<file path="config.mk">
export PLATFORM = sky130hd
export DESIGN_NAME = ext_mem_loader
export DESIGN_NICKNAME = d
export VERILOG_FILES = /design/src/rtl/ext_loader_pkg.sv /design/src/rtl/ext_loader_hdr_decode.sv /design/src/rtl/ext_mem_loader.sv
export SDC_FILE = /design/constraint.sdc
export NUM_CORES = 1
export LEC_CHECK = 0
export ABC_AREA = 1
export CAP_MARGIN = 20
export CELL_PAD_IN_SITES_DETAIL_PLACEMENT = 0
export CELL_PAD_IN_SITES_GLOBAL_PLACEMENT = 2
export CORE_UTILIZATION = 26
export CTS_BUF_LIST = sky130_fd_sc_hd__clkbuf_4
export CTS_CLUSTER_SIZE = 14
export DETAILED_ROUTE_END_ITERATION = 6
export PLACE_DENSITY_LB_ADDON = 0.1
export SYNTH_ARGS = -nofsm -noshare
export SYNTH_HDL_FRONTEND = slang
export SYNTH_SLANG_ARGS = --single-unit
</file>
<file path="constraint.sdc">
create_clock -name clk -period 13.15 [get_ports clk]
set_input_delay 2.63 -clock clk [delete_from_list [all_inputs] [get_ports clk]]
set_output_delay 2.63 -clock clk [all_outputs]
set_load 0.01 [all_outputs]
</file>
<file path="src/rtl/ext_loader_pkg.sv">
// Shared encodings for the external memory loader:
// header layout, op codes, address strides and FSM states.
package ext_loader_pkg;

  localparam logic [3:0] OP_WR_I    = 4'd0;
  localparam logic [3:0] OP_WR_D    = 4'd1;
  localparam logic [3:0] OP_RD_I    = 4'd2;
  localparam logic [3:0] OP_RD_D    = 4'd3;
  localparam logic [3:0] OP_RUN     = 4'd4;
  localparam logic [3:0] OP_HALT    = 4'd5;
  localparam logic [3:0] OP_CLR_ERR = 4'd6;

  localparam int HDR_OP_MSB   = 63;
  localparam int HDR_OP_LSB   = 60;
  localparam int HDR_CNT_LSB  = 48;
  localparam int HDR_BASE_MSB = 31;

  localparam logic [31:0] STRIDE_I = 32'd4;
  localparam logic [31:0] STRIDE_D = 32'd8;

  typedef enum logic [2:0] {
    IDLE,
    WR,
    RD_ISSUE,
    RD_WAIT,
    RD_SEND
  } state_e;

endpackage

</file>
<file path="src/rtl/ext_loader_hdr_decode.sv">
// Combinational header unpack and op legality check
// for the external memory loader.
module ext_loader_hdr_decode
  import ext_loader_pkg::*;
#(
  parameter int CNT_W = 12
) (
  input  logic [63:0]      hdr_i,
  output logic [CNT_W-1:0] cnt_o,
  output logic [31:0]      base_o,
  output logic             wr_o,
  output logic             rd_o,
  output logic             dmem_o,
  output logic             run_o,
  output logic             halt_o,
  output logic             clr_o,
  output logic             ill_o
);

  logic [3:0]  op;
  logic        hdr_unused;

  assign op         = hdr_i[HDR_OP_MSB:HDR_OP_LSB];
  assign cnt_o      = hdr_i[HDR_CNT_LSB +: CNT_W];
  assign base_o     = hdr_i[HDR_BASE_MSB:0];
  assign hdr_unused = ^hdr_i[47:32];

  always_comb begin
    wr_o   = 1'b0;
    rd_o   = 1'b0;
    dmem_o = 1'b0;
    run_o  = 1'b0;
    halt_o = 1'b0;
    clr_o  = 1'b0;
    ill_o  = 1'b0;
    unique case (1'b1)
      (op == OP_WR_I):    wr_o = 1'b1;
      (op == OP_WR_D):    begin wr_o = 1'b1; dmem_o = 1'b1; end
      (op == OP_RD_I):    rd_o = 1'b1;
      (op == OP_RD_D):    begin rd_o = 1'b1; dmem_o = 1'b1; end
      (op == OP_RUN):     run_o = 1'b1;
      (op == OP_HALT):    halt_o = 1'b1;
      (op == OP_CLR_ERR): clr_o = 1'b1;
      default:            ill_o = 1'b1;
    endcase
  end

endmodule

</file>
<file path="src/rtl/ext_mem_loader.sv">
// Host-side master of the CPU ext memory ports: writes and reads
// IMEM/DMEM from a 64-bit command stream and drives cpu_enable.
module ext_mem_loader
  import ext_loader_pkg::*;
#(
  parameter int RD_LAT = 1,
  parameter int CNT_W  = 12
) (
  input  logic        clk,
  input  logic        arst,
  input  logic        s_valid,
  output logic        s_ready,
  input  logic [63:0] s_data,
  output logic        m_valid,
  input  logic        m_ready,
  output logic [63:0] m_data,
  output logic [63:0] addr_ext,
  output logic        wen_ext,
  output logic        ren_ext,
  output logic [31:0] wdata_ext,
  input  logic [31:0] rdata_ext,
  output logic [63:0] addr_ext_2,
  output logic        wen_ext_2,
  output logic        ren_ext_2,
  output logic [63:0] wdata_ext_2,
  input  logic [63:0] rdata_ext_2,
  output logic        cpu_enable,
  output logic        busy,
  output logic        err
);

  state_e           state_q, state_d;
  logic [CNT_W-1:0] cnt_q, cnt_d;
  logic [31:0]      addr_q, addr_d;
  logic             dmem_q, dmem_d;
  logic             rej_q, rej_d;
  logic [1:0]       lat_q, lat_d;
  logic             cpu_en_q, cpu_en_d;
  logic             err_q, err_d;
  logic             wen_i_q, wen_i_d, ren_i_q, ren_i_d;
  logic             wen_d_q, wen_d_d, ren_d_q, ren_d_d;
  logic [31:0]      ai_q, ai_d, ad_q, ad_d;
  logic [31:0]      wi_q, wi_d;
  logic [63:0]      wd_q, wd_d;
  logic             mv_q, mv_d;
  logic [63:0]      md_q, md_d;

  logic [CNT_W-1:0] h_cnt;
  logic [31:0]      h_base;
  logic             h_wr, h_rd, h_dmem;
  logic             h_run, h_halt, h_clr, h_ill;
  logic             acc;
  logic             iss, iss_live, iss_dmem;
  logic [31:0]      iss_addr, stride;

  ext_loader_hdr_decode #(
    .CNT_W (CNT_W)
  ) u_dec (
    .hdr_i  (s_data),
    .cnt_o  (h_cnt),
    .base_o (h_base),
    .wr_o   (h_wr),
    .rd_o   (h_rd),
    .dmem_o (h_dmem),
    .run_o  (h_run),
    .halt_o (h_halt),
    .clr_o  (h_clr),
    .ill_o  (h_ill)
  );

  assign s_ready = !arst && (state_q == IDLE || state_q == WR);
  assign acc     = s_valid && s_ready;
  assign stride  = dmem_q ? STRIDE_D : STRIDE_I;

  always_comb begin
    state_d  = state_q;
    cnt_d    = cnt_q;
    addr_d   = addr_q;
    dmem_d   = dmem_q;
    rej_d    = rej_q;
    lat_d    = lat_q;
    cpu_en_d = cpu_en_q;
    err_d    = err_q;
    wen_i_d  = 1'b0;
    wen_d_d  = 1'b0;
    ren_i_d  = 1'b0;
    ren_d_d  = 1'b0;
    ai_d     = ai_q;
    ad_d     = ad_q;
    wi_d     = wi_q;
    wd_d     = wd_q;
    mv_d     = mv_q;
    md_d     = md_q;
    iss      = 1'b0;
    iss_live = 1'b0;
    iss_dmem = dmem_q;
    iss_addr = addr_q;
    unique case (state_q)
      IDLE: begin
        if (acc) begin
          if (h_wr || h_rd) begin
            rej_d  = cpu_en_q;
            err_d  = err_q | cpu_en_q;
            cnt_d  = h_cnt;
            addr_d = h_base;
            dmem_d = h_dmem;
            if (h_wr) begin
              state_d = WR;
            end else begin
              state_d  = RD_ISSUE;
              iss      = 1'b1;
              iss_live = !cpu_en_q;
              iss_dmem = h_dmem;
              iss_addr = h_base;
            end
          end
          if (h_run)  cpu_en_d = 1'b1;
          if (h_halt) cpu_en_d = 1'b0;
          if (h_clr)  err_d = 1'b0;
          if (h_ill)  err_d = 1'b1;
        end
      end
      WR: begin
        if (acc) begin
          if (!rej_q && dmem_q) begin
            wen_d_d = 1'b1;
            ad_d    = addr_q;
            wd_d    = s_data;
          end else if (!rej_q) begin
            wen_i_d = 1'b1;
            ai_d    = addr_q;
            wi_d    = s_data[31:0];
          end
          addr_d = addr_q + stride;
          if (cnt_q == '0) state_d = IDLE;
          else cnt_d = cnt_q - CNT_W'(1);
        end
      end
      RD_ISSUE: begin
        addr_d  = addr_q + stride;
        lat_d   = 2'(RD_LAT - 1);
        state_d = RD_WAIT;
      end
      RD_WAIT: begin
        if (lat_q == 2'd0) begin
          mv_d    = 1'b1;
          state_d = RD_SEND;
          if (rej_q)       md_d = 64'h0;
          else if (dmem_q) md_d = rdata_ext_2;
          else             md_d = {32'h0, rdata_ext};
        end else begin
          lat_d = lat_q - 2'd1;
        end
      end
      RD_SEND: begin
        if (m_ready) begin
          mv_d = 1'b0;
          if (cnt_q == '0) begin
            state_d = IDLE;
          end else begin
            cnt_d    = cnt_q - CNT_W'(1);
            state_d  = RD_ISSUE;
            iss      = 1'b1;
            iss_live = !rej_q;
          end
        end
      end
      default: state_d = IDLE;
    endcase
    // Read address and enable are registered so ren lines up with RD_ISSUE
    if (iss && iss_live) begin
      if (iss_dmem) begin
        ren_d_d = 1'b1;
        ad_d    = iss_addr;
      end else begin
        ren_i_d = 1'b1;
        ai_d    = iss_addr;
      end
    end
  end

  always_ff @(posedge clk or posedge arst) begin
    if (arst) begin
      state_q  <= IDLE;
      cnt_q    <= '0;
      addr_q   <= '0;
      dmem_q   <= 1'b0;
      rej_q    <= 1'b0;
      lat_q    <= '0;
      cpu_en_q <= 1'b0;
      err_q    <= 1'b0;
      wen_i_q  <= 1'b0;
      wen_d_q  <= 1'b0;
      ren_i_q  <= 1'b0;
      ren_d_q  <= 1'b0;
      ai_q     <= '0;
      ad_q     <= '0;
      wi_q     <= '0;
      wd_q     <= '0;
      mv_q     <= 1'b0;
      md_q     <= '0;
    end else begin
      state_q  <= state_d;
      cnt_q    <= cnt_d;
      addr_q   <= addr_d;
      dmem_q   <= dmem_d;
      rej_q    <= rej_d;
      lat_q    <= lat_d;
      cpu_en_q <= cpu_en_d;
      err_q    <= err_d;
      wen_i_q  <= wen_i_d;
      wen_d_q  <= wen_d_d;
      ren_i_q  <= ren_i_d;
      ren_d_q  <= ren_d_d;
      ai_q     <= ai_d;
      ad_q     <= ad_d;
      wi_q     <= wi_d;
      wd_q     <= wd_d;
      mv_q     <= mv_d;
      md_q     <= md_d;
    end
  end

  assign addr_ext    = {32'h0, ai_q};
  assign wen_ext     = wen_i_q;
  assign ren_ext     = ren_i_q;
  assign wdata_ext   = wi_q;
  assign addr_ext_2  = {32'h0, ad_q};
  assign wen_ext_2   = wen_d_q;
  assign ren_ext_2   = ren_d_q;
  assign wdata_ext_2 = wd_q;
  assign m_valid     = mv_q;
  assign m_data      = md_q;
  assign cpu_enable  = cpu_en_q;
  assign err         = err_q;
  assign busy        = (state_q != IDLE);

endmodule

</file>
==> key figures, run 1 <==
Global route
  – Initial antenna violation count: 7
  – Vias in the first global route: 13,500
  – Grt ovf: 0
  – GRT Util Overall: 19.8%
  – Largest net degree at the start of global routing: ~110
  – First-pass GRT wire length: 84.5 mm

Routing
  – Via count: 13,500
  – Routed length per instance: 18.3 um
  – Initial DRC count: ~800
  – Routed WL: ~55 mm
  – DRC: 0
  – Post-route antenna net violation count: 0
  – Vias/cell: between 4 and 5
  – Pre-antenna DRT Iters: 5

Critical path
  – Buf+Inv Stages, Crit Path: 2
  – Crit path launch type: primary input
  – Crit-path max cell delay: 0.54 ns
  – CP max FO: 2
  – CP top delay family: buffers and inverters
  – Most used cell, CP: clkdlybuf4s50_1
  – CP required: around 11 ns
  – Worst Path Arrival: 3.82 ns
  – Crit end category: output port
  – Cell breakdown of the critical path: clkdlybuf4s50_1, nor2_1, clkdlybuf4s50_1
  – Crit-path slowest cell: clkdlybuf4s50_1
  – Setup CP Type: primary input to output port

STA
  – Rel. slew slack: between 30% and 40%
  – Min Hold Slack: 0.482 ns
  – Max-slew violation count: 0
  – Slew of the pin with the lowest slew margin: 1.01 ns
  – Final worst-path cycle share: 49.0%
  – Final worst path period need: 6.45 ns
  – Setup Skew: 0.0449 ns
  – Fmax: between 150 and 200 MHz
  – Final hold violations: 0
  – Final setup viols: 0
  – RSZ-0062 raised after global routing: false
  – Setup TNS: 0 ns

Floorplanning
  – Die footprint: 55,600 um2
  – Die Y: 236 um
  – Effective utilization at floorplan: 26.4%
  – IO Pins: approximately 460
  – Core box area: 53,900 um2
  – Die Wd: 236 um
  – Std-Cell Rows: 85

Clocking
  – Clk root buf: clkbuf_4
  – CTS tree: yes
  – Hold_buf cts: 0
  – H-Tree Depth: 3
  – Setup bufs post-CTS: 0
  – Cts bufs inserted: 88
  – CTS Buffer Depth: 3
  – CTS clk-pin slew, worst paths: 0.05 ns
  – Clk sinks: 282
  – Clk_lat worst skew: 0.80 ns
  – Post-CTS Resized: 0

Yosys
  – Syn Std Cell Area: 14,200 um2
  – Post-synth EDFFs: 0
  – Leading area contributor after synthesis: dfrtp_1
  – Seq/Total Area, Yosys: 49.6%
  – Top cell type's share of synthesized area: 49.6%
  – Top_reg_cell synth: dfrtp_1
  – Yosys reg bits: 282
  – Syn_area_per_cell: approximately 7.6 um2
  – Post-synth cell types: 34
  – Most common cell in the netlist: nand2_1
  – Main area contributors after synthesis: dfrtp_1 50%, nand2_1 19%, o21ai_0 9.0%
  – Async set-reset flop share out of synthesis: 100%
  – Top post-synthesis cells by count: 719 x nand2_1, 282 x dfrtp_1, 256 x o21ai_0
  – Synth Warn #: 0
  – Cells after synthesis: approximately 1,900

Power and ir drop
  – P_leak: around 9 nW
  – Maximum vdd drop: ~0.1 mV
  – P per Cell Area: around 240 nW/um2

Final layout
  – Layout cell share with drive strength beyond 1: 7.18%
  – Synth-to-layout area growth: 36.8%
  – Final core utilization: 36.1%
  – Final #Nets: 2,433

Job
  – Max_cap viols: 0

Placed design
  – Placer congestion estimate: approximately 0.78
  – Port bufs: 396
  – Hpwl dp: 38.9 mm

Outcome
  – Status: completed

Min path
  – HP Class: flop to flop
==> registers in the layout (all words and copies together), names as in the netlist <==
signal,flops
ad_q,32
dmem_q,1
err,1
ren_ext_2,1
m_valid,1
m_data,64
lat_q,2
rej_q,1
cpu_enable,1
addr_q,32
wdata_ext,32
ren_ext,1
cnt_q,12
wen_ext,1
ai_q,32
wen_ext_2,1
wdata_ext_2,64
state_q,3
==> report_power, final <==
part / switching [W] / total (W) / leakage [nW] / internal [W]
Sequential: 0.000280 / 0.00155 / 3.56 / 0.00127
Combinational: 0.00126 / 0.00223 / 4.95 / 0.000974
Clock: 0.000399 / 0.000837 / 0.611 / 0.000438
==> tightest hold or removal path, cell delays in order (launching register included) <==
cell	delay (ns)
dfrtp_1	0.34
nand2_1	0.05
o21ai_0	0.06
==> logic make-up after synthesis <==
kind of cell    synth area share, %
fa+ha+maj                     0.493
xor+xnor                      0.123
compound gates                 12.2
other cells                  0.0264
buf+inv                        10.0
simple gates                   27.5
flops                          49.6
==> final cells by class <==
type,count,area [um2]
Fill cell,5712,34500
Sequential cell,282,7060
Multi-Input combinational cell,1364,5990
Timing Repair Buffer,408,4050
Clock buffer,122,916
Tap cell,696,871
Inverter,120,460
Clock inverter,15,87.6
Antenna cell,3,7.51
==> routing by layer <==
layer | GRT usage (%) | vias up | share of wire [%]
li1 | - | 6694 | -
met1 | 24.9 | 6368 | 44
met2 | 32.5 | 393 | 48
met3 | 5.68 | 74 | 6.6
met4 | 6.40 | 8 | 1.7
met5 | 0 | - | 0.10
==> placed cells by master, fill, tap and decap left out, types with 5 or more instances in the layout <==
cell	n
dfrtp_1	282
buf_4	12
a21oi_1	21
clkinv_1	9
o21ai_1	6
nor2_1	105
nor2_4	5
o21ai_0	256
nor3_1	18
nand4_1	7
clkbuf_4	122
nand2_1	717
conb_1	64
nand3_1	98
inv_1	116
a22oi_1	34
inv_2	6
nand2_4	5
clkdlybuf4s50_1	396
==> stage by stage <==
step	power (W)	setup WS (ns)	std cells	area, um2
finish	0.00462	6.70	3010	19400
global route	0.00502	6.58	3008	19400
CTS	0.00471	6.70	3007	19400
detailed placement	0.00383	6.17	2870	18400
global placement	0.00381	6.25	2870	18400
floorplan	0.00268	2.64	1928	14500
==> path summary, 6_finish.rpt <==
path,cells past startpoint,start,to,slack (ns)
worst min-delay path,2,wdata_ext[4]$_DFFE_PP0P_,wdata_ext[4]$_DFFE_PP0P_,0.48
worst max register to register,10,state_q[1]$_DFFE_PP0P_,ai_q[17]$_DFF_PP0_,10.02
max in group asynchronous,3,arst,rej_q$_DFFE_PP0P_,9.26
worst max-delay path,3,arst,s_ready,6.70
min in group asynchronous,2,arst,wdata_ext_2[47]$_DFFE_PP0P_,2.44
worst min register to register,2,wdata_ext[4]$_DFFE_PP0P_,wdata_ext[4]$_DFFE_PP0P_,0.48
Power figures use the tool's default switching activity.
==> run 2: changes to the inputs <==
Clock period 13.15 ns to 6.68 ns, I/O delays scaled along.
==> key figures, run 2 (synthesis gave the netlist of run 1 again) <==
Clocking
  – Hold_buf cts: 0
  – CTS tree: yes
  – Clk sinks: 282
  – CTS Buffer Depth: 3
  – Cts bufs inserted: 86
  – CTS clk-pin slew, worst paths: roughly 0.060 ns
  – Clk_lat worst skew: 0.84 ns
  – Post-CTS Resized: 0
  – Clk root buf: clkbuf_4
  – H-Tree Depth: 3
  – Setup bufs post-CTS: 0

Global route
  – Grt ovf: 0
  – First-pass GRT wire length: roughly 86 mm
  – Initial antenna violation count: 5
  – Largest net degree at the start of global routing: 150
  – Vias in the first global route: 13,700
  – GRT Util Overall: about 20%

STA
  – Final setup viols: 0
  – Setup TNS: 0 ns
  – Fmax: 259 MHz
  – Final worst-path cycle share: between 50% and 60%
  – Max-slew violation count: 0
  – Final hold violations: 0
  – Rel. slew slack: 28.9%
  – Setup Skew: 0.0626 ns
  – RSZ-0062 raised after global routing: false
  – Slew of the pin with the lowest slew margin: between 1 and 1.5 ns
  – Final worst slack: roughly 2.8 ns
  – Final worst path period need: 3.86 ns

Routing
  – DRC: 0
  – Vias/cell: 4.45
  – Routed length per instance: between 15 and 20 um
  – Initial DRC count: 778
  – Via count: roughly 13,000
  – Pre-antenna DRT Iters: 5
  – Post-route antenna net violation count: 0
  – Routed WL: ~56 mm

Final layout
  – Reg area: 7060 um2
  – Layout fillers: about 5,800
  – Synth-to-layout area growth: 38.1%
  – Commonest non-fill, non-tap cells in the layout: 716 x nand2_1, 396 x clkdlybuf4s50_1, 282 x dfrtp_1
  – Final Non-Filler Cells: 3,032
  – Area of the multi-input gates: ~6000 um2
  – Final #Nets: ~2,400
  – Layout cell share with drive strength beyond 1: 7.94%
  – Commonest non-fill, non-tap cell in the layout: nand2_1

Floorplanning
  – Die footprint: roughly 56,000 um2
  – Die Wd: ~240 um
  – Std-Cell Rows: 85
  – Effective utilization at floorplan: 26.4%
  – Core box area: 53,900 um2
  – IO Pins: approximately 460
  – Die Y: about 240 um

Placed design
  – Port bufs: 396
  – DP Cell Count: about 2,900
  – Hpwl dp: 39.1 mm
  – Placer congestion estimate: approximately 0.78
  – Post-Place Setup Slack: 2.00 ns

Power and ir drop
  – Maximum vdd drop: 0.202 mV
  – P_leak: 9.19 nW
  – P per Cell Area: roughly 470 nW/um2

Critical path
  – CP required: roughly 7.4 ns
  – Worst Path Arrival: 4.58 ns
  – Setup CP Type: primary input to flop
  – Cell breakdown of the critical path: clkdlybuf4s50_1, nand4_4, nor2_4, buf_4, nand2_2, nand2_2, nand2_4, inv_4, nand2_1, nand2_1
  – Crit path launch type: primary input
  – CP max FO: 49
  – Crit-path slowest cell: clkdlybuf4s50_1
  – Crit end category: flop
  – Crit-path max cell delay: 0.60 ns

Outcome
  – Status: completed

Min path
  – HP Class: flop to flop

Job
  – Max_cap viols: 0
run 2: cell count changes in the layout (fill, tap and decap cells not counted), sizes merged:
cell      delta
buf          +2
clkbuf       +6
clkinv      +12
clkinvlp     +2
diode        +2
inv          -2
run 2: through the flow:
step / hold WS (ns) / util (%) / area, um2 / power [W]
final: 0.479 / 36.4 / 19600 / 0.00920
after global routing: 0.501 / 36.4 / 19600 / 0.0100
after CTS: 0.481 / 36.3 / 19600 / 0.00940
after detailed placement: 0.464 / 34.3 / 18500 / 0.00758
after global placement: 0.462 / 34.3 / 18500 / 0.00755
after floorplan: 0.453 / - / 14500 / 0.00532
run 2: routing by layer:
metal  up-vias  global-route usage (%)  part of all wire [%]
li1       6715                       -                     -
met1      6306                    25.4                    44
met2       362                    33.2                    47
met3        95                    5.68                   6.0
met4         4                    5.96                   2.2
met5         -                       0                 0.047
run 2: layout make-up:
type | instances | area share (%)
antenna | 5 | 0.0638
clock buffer | 128 | 4.90
clock inverter | 27 | 0.701
inverter | 120 | 2.33
multi-input combinational | 1364 | 30.7
sequential | 282 | 36.0
tap | 696 | 4.44
timing repair buffer | 410 | 20.9
run 2: report_power, final:
group / total (W) / switching, W / internal (W)
sequential: 0.00304 / 0.000544 / 0.00249
combinational: 0.00443 / 0.00250 / 0.00193
clock: 0.00173 / 0.000822 / 0.000912
run 2: path summary, 6_finish.rpt:
| kind | from | depth (start not counted) | endpoint | slack, ns |
|---|---|---|---|---|
| setup / recovery | s_valid | 10 | ai_q[16]$_DFF_PP0_ | 2.82 |
| hold / removal | wdata_ext_2[58]$_DFFE_PP0P_ | 2 | wdata_ext_2[58]$_DFFE_PP0P_ | 0.48 |
| setup reg to reg | state_q[2]$_DFFE_PP0P_ | 10 | ai_q[16]$_DFF_PP0_ | 3.29 |
| hold reg to reg | wdata_ext_2[58]$_DFFE_PP0P_ | 2 | wdata_ext_2[58]$_DFFE_PP0P_ | 0.48 |
| max in group asynchronous | arst | 4 | ad_q[13]$_DFF_PP0_ | 3.89 |
| min in group asynchronous | arst | 3 | wdata_ext_2[41]$_DFFE_PP0P_ | 1.21 |
run 2: worst max-delay path: cells and delay by family:
family	cells	cell delay (ns)
buffers and inverters	3	1.69
AND/OR/NAND/NOR	7	1.52
